===== config.mk =====
export PLATFORM = sky130hd
export DESIGN_NAME = trace_capture_sched
export DESIGN_NICKNAME = d
export VERILOG_FILES = /design/src/rtl/trace_capture_sched.sv
export SDC_FILE = /design/constraint.sdc
export NUM_CORES = 1
export LEC_CHECK = 0
export BUFFER_PORTS_ARGS = -buffer_cell sky130_fd_sc_hd__buf_2
export CAP_MARGIN = 0
export CORE_MARGIN = 2
export CORE_UTILIZATION = 49
export DETAILED_ROUTE_END_ITERATION = 10
export PLACE_DENSITY = 0.78
export SLEW_MARGIN = 5
export SYNTH_ARGS = -nofsm -noshare
export SYNTH_HDL_FRONTEND = slang
export SYNTH_SLANG_ARGS = --single-unit

===== constraint.sdc =====
create_clock -name emu_clk -period 4.65 [get_ports emu_clk]
set_input_delay 0.93 -clock emu_clk [delete_from_list [all_inputs] [get_ports emu_clk]]
set_output_delay 0.93 -clock emu_clk [all_outputs]
set_load 0.02 [all_outputs]

===== src/rtl/trace_capture_sched.sv =====
// Trace capture scheduler: trigger, decimate, snapshot, serialise [time, enabled chs] records to one write port.
// First mem_valid 1 cycle after a sample event; held stable under mem_ready backpressure. Optional TRACE_CAPTURE_SCHED_STALL_EN.
module trace_capture_sched #(
  parameter int N_CH  = 8,
  parameter int CH_W  = 25,
  parameter int DW    = 64,
  parameter int DEPTH = 1024,
  parameter int AW    = $clog2(DEPTH)
) (
  input  logic                 emu_clk,
  input  logic                 emu_rst_n,
  input  logic [63:0]          emu_time,
  input  logic [23:0]          dec_thr,
  input  logic [63:0]          trig_time,
  input  logic [N_CH-1:0]      ch_en,
  input  logic                 arm,
  input  logic [N_CH*CH_W-1:0] ch_data,
  output logic                 mem_valid,
  input  logic                 mem_ready,
  output logic [AW-1:0]        mem_addr,
  output logic [DW-1:0]        mem_wdata,
  output logic                 busy,
  output logic                 done,
  output logic                 overflow,
  output logic [AW:0]          n_words,
  output logic                 stall_req
);

  localparam int IW = (N_CH > 1) ? $clog2(N_CH) : 1;

  typedef enum logic [2:0] {
    S_IDLE, S_ARMED, S_CAPTURE, S_WR_TIME, S_WR_CH, S_DONE
  } state_t;

  state_t              state_q, state_d;
  logic [N_CH-1:0]     en_q, en_d;
  logic [23:0]         dec_cnt_q, dec_cnt_d;
  logic [AW:0]         n_words_q, n_words_d;
  logic                overflow_q, overflow_d;
  logic                mem_valid_q, mem_valid_d;
  logic [AW-1:0]       mem_addr_q, mem_addr_d;
  logic [DW-1:0]       mem_wdata_q, mem_wdata_d;
  logic [IW-1:0]       ch_idx_q, ch_idx_d;
  logic [N_CH*CH_W-1:0] snap_q, snap_d;
  logic                busy_q, busy_d;
  logic                done_q, done_d;

  logic [AW+1:0]       rec_len;
  logic                fits;
  logic                nxt_found;
  logic [IW-1:0]       nxt_idx;
  int                  start_idx;
  logic [CH_W-1:0]     sel_ch;
  logic                stall_act;
  logic                dec_run;
  logic                sample_evt;
  logic                accept;

`ifdef TRACE_CAPTURE_SCHED_STALL_EN
  logic stall_q, stall_d;
  assign stall_act = stall_q;
  assign stall_req = stall_q;
`else
  assign stall_act = 1'b0;
  assign stall_req = 1'b0;
`endif

  always_comb begin
    rec_len = (AW+2)'(1);
    for (int i = 0; i < N_CH; i++) begin
      rec_len = rec_len + (AW+2)'(en_q[i]);
    end
  end

  assign fits = ({1'b0, n_words_q} + rec_len) <= (AW+2)'(DEPTH);

  // Next enabled channel at or above start_idx; from WR_TIME the search starts at channel 0.
  always_comb begin
    start_idx = (state_q == S_WR_TIME) ? 0 : int'(ch_idx_q) + 1;
    nxt_found = 1'b0;
    nxt_idx   = '0;
    for (int i = N_CH - 1; i >= 0; i--) begin
      if (en_q[i] && (i >= start_idx)) begin
        nxt_found = 1'b1;
        nxt_idx   = IW'(i);
      end
    end
  end

  assign sel_ch = snap_q[int'(nxt_idx)*CH_W +: CH_W];

  assign dec_run = ((state_q == S_CAPTURE) || (state_q == S_WR_TIME) || (state_q == S_WR_CH))
                   && !stall_act;
  assign sample_evt = dec_run && (dec_cnt_q == dec_thr);
  assign accept     = mem_valid_q && mem_ready;

  always_comb begin
    state_d     = state_q;
    en_d        = en_q;
    dec_cnt_d   = dec_cnt_q;
    n_words_d   = n_words_q;
    overflow_d  = overflow_q;
    mem_valid_d = mem_valid_q;
    mem_addr_d  = mem_addr_q;
    mem_wdata_d = mem_wdata_q;
    ch_idx_d    = ch_idx_q;
    snap_d      = snap_q;

    if (dec_run) begin
      dec_cnt_d = sample_evt ? '0 : dec_cnt_q + 24'd1;
    end

    case (state_q)
      S_IDLE, S_DONE: begin
        if (arm) begin
          en_d       = ch_en;
          n_words_d  = '0;
          overflow_d = 1'b0;
          dec_cnt_d  = '0;
          state_d    = S_ARMED;
        end
      end
      S_ARMED: begin
        dec_cnt_d = '0;
        if (emu_time >= trig_time) state_d = S_CAPTURE;
      end
      S_CAPTURE: begin
        if (sample_evt) begin
          if (fits) begin
            snap_d      = ch_data;
            mem_valid_d = 1'b1;
            mem_addr_d  = n_words_q[AW-1:0];
            mem_wdata_d = DW'(emu_time);
            state_d     = S_WR_TIME;
          end else begin
            state_d = S_DONE;
          end
        end
      end
      S_WR_TIME, S_WR_CH: begin
        // The record in flight keeps its snapshot; a new event here is lost.
        if (sample_evt) overflow_d = 1'b1;
        if (accept) begin
          n_words_d = n_words_q + 1'b1;
          if (nxt_found) begin
            ch_idx_d    = nxt_idx;
            mem_addr_d  = mem_addr_q + 1'b1;
            mem_wdata_d = {{(DW-CH_W){sel_ch[CH_W-1]}}, sel_ch};
            state_d     = S_WR_CH;
          end else begin
            mem_valid_d = 1'b0;
            state_d     = S_CAPTURE;
          end
        end
      end
      default: state_d = S_IDLE;
    endcase

    busy_d = (state_d != S_IDLE) && (state_d != S_DONE);
    done_d = (state_d == S_DONE);
  end

`ifdef TRACE_CAPTURE_SCHED_STALL_EN
  assign stall_d = (state_d == S_WR_TIME) || (state_d == S_WR_CH);
`endif

  always_ff @(posedge emu_clk or negedge emu_rst_n) begin
    if (!emu_rst_n) begin
      state_q     <= S_IDLE;
      en_q        <= '0;
      dec_cnt_q   <= '0;
      n_words_q   <= '0;
      overflow_q  <= 1'b0;
      mem_valid_q <= 1'b0;
      mem_addr_q  <= '0;
      mem_wdata_q <= '0;
      ch_idx_q    <= '0;
      snap_q      <= '0;
      busy_q      <= 1'b0;
      done_q      <= 1'b0;
`ifdef TRACE_CAPTURE_SCHED_STALL_EN
      stall_q     <= 1'b0;
`endif
    end else begin
      state_q     <= state_d;
      en_q        <= en_d;
      dec_cnt_q   <= dec_cnt_d;
      n_words_q   <= n_words_d;
      overflow_q  <= overflow_d;
      mem_valid_q <= mem_valid_d;
      mem_addr_q  <= mem_addr_d;
      mem_wdata_q <= mem_wdata_d;
      ch_idx_q    <= ch_idx_d;
      snap_q      <= snap_d;
      busy_q      <= busy_d;
      done_q      <= done_d;
`ifdef TRACE_CAPTURE_SCHED_STALL_EN
      stall_q     <= stall_d;
`endif
    end
  end

  assign mem_valid = mem_valid_q;
  assign mem_addr  = mem_addr_q;
  assign mem_wdata = mem_wdata_q;
  assign busy      = busy_q;
  assign done      = done_q;
  assign overflow  = overflow_q;
  assign n_words   = n_words_q;

endmodule

==> run summary <==
In the routed layout, each cell is associated on average with a via count of 5.82. After synthesis, the cell types taking the most area are dfrtp_1, nand2_1, ha_1. Cells with a size suffix above 1 make up 28.0% of the layout. 454 I/O pins were placed. With fillers left out, the area of the finished cells amounts to 23100 µm².

Setup repair after global routing could not meet its margin everywhere. The global-route wire length before repair is 92.8 mm, and the number of endpoints with negative hold slack in the final report is 0. Leaving out fill and tap cells, the most frequent cells in the layout are nand2_1, buf_2, dfrtp_1. The run finished, with violations left.

The tools report the post-synth net total as 2585. The critical path is of the reg2reg type. After detailed routing, the average wire length per cell comes to 21.2 µm. The post-synthesis to final-layout area growth is 28.6%.

Detailed placement finished with a half-perimeter wire length of 43.4 mm. For the initial antenna violation count, the log shows 10. The tools report the worst relative slew slack as 29.1%. The total overflow left after global routing is 0. Dominant cell type by area after synthesis: dfrtp_1.

In this run the vertical extent of the chip is 196 µm. The sort of element at the end of the critical path is a flop. The most common cell after layout, fill and taps aside was nand2_1. For this block, the initial DRC count from the detailed router was 1714.

The static power due to leakage came out at 0.0126 µW. The count of buffers added on input and output ports is 452. The clock passes through at most 3 buffers. The worst path uses 102% of the clock period. The maximum resistive drop on vdd was 0.327 mV; the power density over cell area was 355 nW/µm².

The final setup slack of the worst path came out at -0.0922 ns. Fill cells in the final layout number 3031. Based on the critical path, the design can be clocked at up to 0.211 GHz. In this run the cell area measured after placement is 20800 µm². The number of global-route vias before repair was 16900; the measured slew at the worst slew-check pin was 1.06 ns.

The effective utilization at floorplan is 49.5%. The number of vias after detailed routing is 18000, and the count of flip-flops with a built-in enable after synthesis is 0. Hold repair after CTS inserted 0 buffers. The number of buffers inserted during clock tree synthesis was 38; the number of levels the H-tree was split into was 2. Sequential elements use 45.5% of the synthesized area. The maximum fanout encountered on the critical timing path works out to 14. Share of synthesized registers carrying an async set or reset: 100%. The wire length reported by the detailed router was 65.3 mm. In this run, distinct cell masters in the synthesized netlist total 77.

Synthesis handed over a netlist of 2141 instances. After synthesis the cells add up to 18000 µm². TritonCTS built the clock tree. The share of Yosys cell area claimed by the top area cell type works out to 45.5%. After clock tree synthesis, the clock-pin slew on the worst setup and hold paths is 0.06 ns.

The total power of the final layout came out at 8200 µW. For the total count of max-transition violations in the final report, the log shows 0. For the total number of yosys warnings, the log shows 0. In the routed design, unresolved DRC markers number 0.

The combined global-route utilization of all metal layers was 31.0%. Data required time at the worst endpoint: 5.07 ns. The worst setup path is launched from a flop. The run gives 0.970 as the routability congestion estimate.

Entering global routing, the biggest net connects 108 pins. The tools report the clock sink count as 327. Setup violations remaining at the end of the flow were counted as 139. In this run the mean area of a mapped cell was 8.40 µm². Row generation in the floorplan step produced 70 rows. The clock reaches the later pin of the worst-skew pair after 0.53 ns. The tightest min-delay check is of the in2async type. The floorplan step defined a die boundary enclosing 38200 µm².

At the worst endpoint, the arrival time is 5.16 ns. The run gives 3026 as the post-layout net count. For this run, the leading register cell type out of synthesis is dfrtp_1. For the remaining antenna violation count after routing, the log shows 0. The horizontal die dimension came out at 196 µm. In this run the standard cell core region covers 36300 µm².

The clock arrives with 0.0141 ns of skew. Clock tree synthesis selected as its root buffer the cell clkbuf_16. For the max-capacitance violation count, the log shows 0.

The synthesized flop and latch total came out at 327. Hold timing on the final database bottoms out at a slack of 0.408 ns. The shortest period the worst path allows was 4.74 ns; the detailed-routing iteration count for the pre-antenna-repair pass was 6.

The checks that failed: negative setup slack.
## state kept, by name, indices dropped and copies added, names as in the netlist
register	flops
snap_q	200
mem_wdata	64
dec_cnt_q	24
n_words	11
mem_addr	10
en_q	8
ch_idx_q	3
state_q	3
busy	1
done	1
mem_valid	1
overflow	1
## report_power, final
part / internal [µW] / total [µW] / switching [µW]
Combinational: 746 / 2040 / 1290
Sequential: 3030 / 3230 / 195
Clock: 1730 / 2940 / 1200
Total: 5510 / 8200 / 2690
## worst paths after layout
| path | startpoint | slack (ns) | end | cells past startpoint |
|---|---|---|---|---|
| hold reg to reg | snap_q[153] | 0.46 | snap_q[153] | 2 |
| hold / removal | emu_rst_n | 0.41 | dec_cnt_q[18] | 1 |
| max in group asynchronous | emu_rst_n | 3.18 | mem_wdata[14] | 2 |
| min in group emu_clk | snap_q[153] | 0.46 | snap_q[153] | 2 |
| setup reg to reg | en_q[3] | -0.09 | snap_q[189] | 17 |
| setup / recovery | en_q[3] | -0.09 | snap_q[189] | 17 |
## synthesized netlist by cell type, drive strengths merged, types with 3 or more instances
master / number
nand2: 721
dfrtp: 327
nand3: 182
inv: 114
o21ai: 89
nor2: 83
clkbuf: 75
ha: 75
a21oi: 64
buf: 54
a32oi: 48
mux2i: 28
xnor2: 28
xor2: 26
nand4: 25
a22oi: 24
a21o: 21
nor3: 13
nor4: 12
nand2b: 10
o22ai: 10
or3: 9
a31oi: 7
and2: 7
a211oi: 6
mux2: 6
and3: 5
fa: 5
o211ai: 5
nand4b: 4
nor2b: 4
nor3b: 4
a2111oi: 3
a211o: 3
and4: 3
o2111ai: 3
o21a: 3
or2: 3
or4: 3
## cells by family (layout without fill, tap and decap cells)
family,after synthesis,count (layout),synth area share [%]
buffers and inverters,243,709,5.64
other,1,10,0.0209
DFF,327,327,45.5
adders and majority gates,80,80,5.78
xor gates and xnor gates,54,54,2.63
AOI/OAI and AO/OA,306,306,11.4
and+or+nand+nor,1096,1096,27.1
muxes,34,34,1.93
## worst max-delay path, stage by stage, from the launching register on
cell and delay, ns:
dfrtp_1 0.40, fa_1 0.49, fa_1 0.49, inv_1 0.05
fa_1 0.50, inv_2 0.05, ha_4 0.17, fa_2 0.49
nor4_4 0.27, mux2_4 0.21, o211ai_1 0.20, buf_4 0.21
a2111o_2 0.47, buf_12 0.18, buf_12 0.14, clkbuf_16 0.17
nand2_1 0.09, nand2_1 0.06
## area by class of cell
cell class              count  area, µm²  area share (%)
diodes                      9       22.5          0.0974
repair buffers            530       3470            15.0
clock buffers              57       1130            4.90
well taps                 468        586            2.53
multi-input cells        1571       9220            39.9
clock inverters             8       73.8           0.319
inverters                 114        428            1.85
flip-flops and latches    327       8180            35.4
## metrics by stage
step / std cells / util, % / TNS [ns] / setup WS (ns)
final: 3084 / 63.6 / -4.27 / -0.0922
after global routing: 3082 / 63.6 / -52.52 / -0.276
after CTS: 3046 / 60.8 / 0 / 0.00295
after detailed placement: 2975 / 57.2 / -1.02 / -0.0370
after global placement: 2975 / 57.2 / 0 / 0.0533
after floorplan: 2141 / - / 0 / 0.132
## timing repair
item                                    4_1_cts  5_1_grt
cloned                                        1       25
endpoints found under the setup margin      160      275
buffers inserted                              5        4
resized for setup                             6      115
pin swaps                                     1       30
## metal layers
metal	up-vias	GRT usage [%]	wire [µm]
li1	8104	-	-
met1	8722	42.0	26400
met2	947	48.1	30200
met3	186	6.23	5930
met4	2	14.3	2750
met5	-	0	13
(Power assumes the default switching activity.)
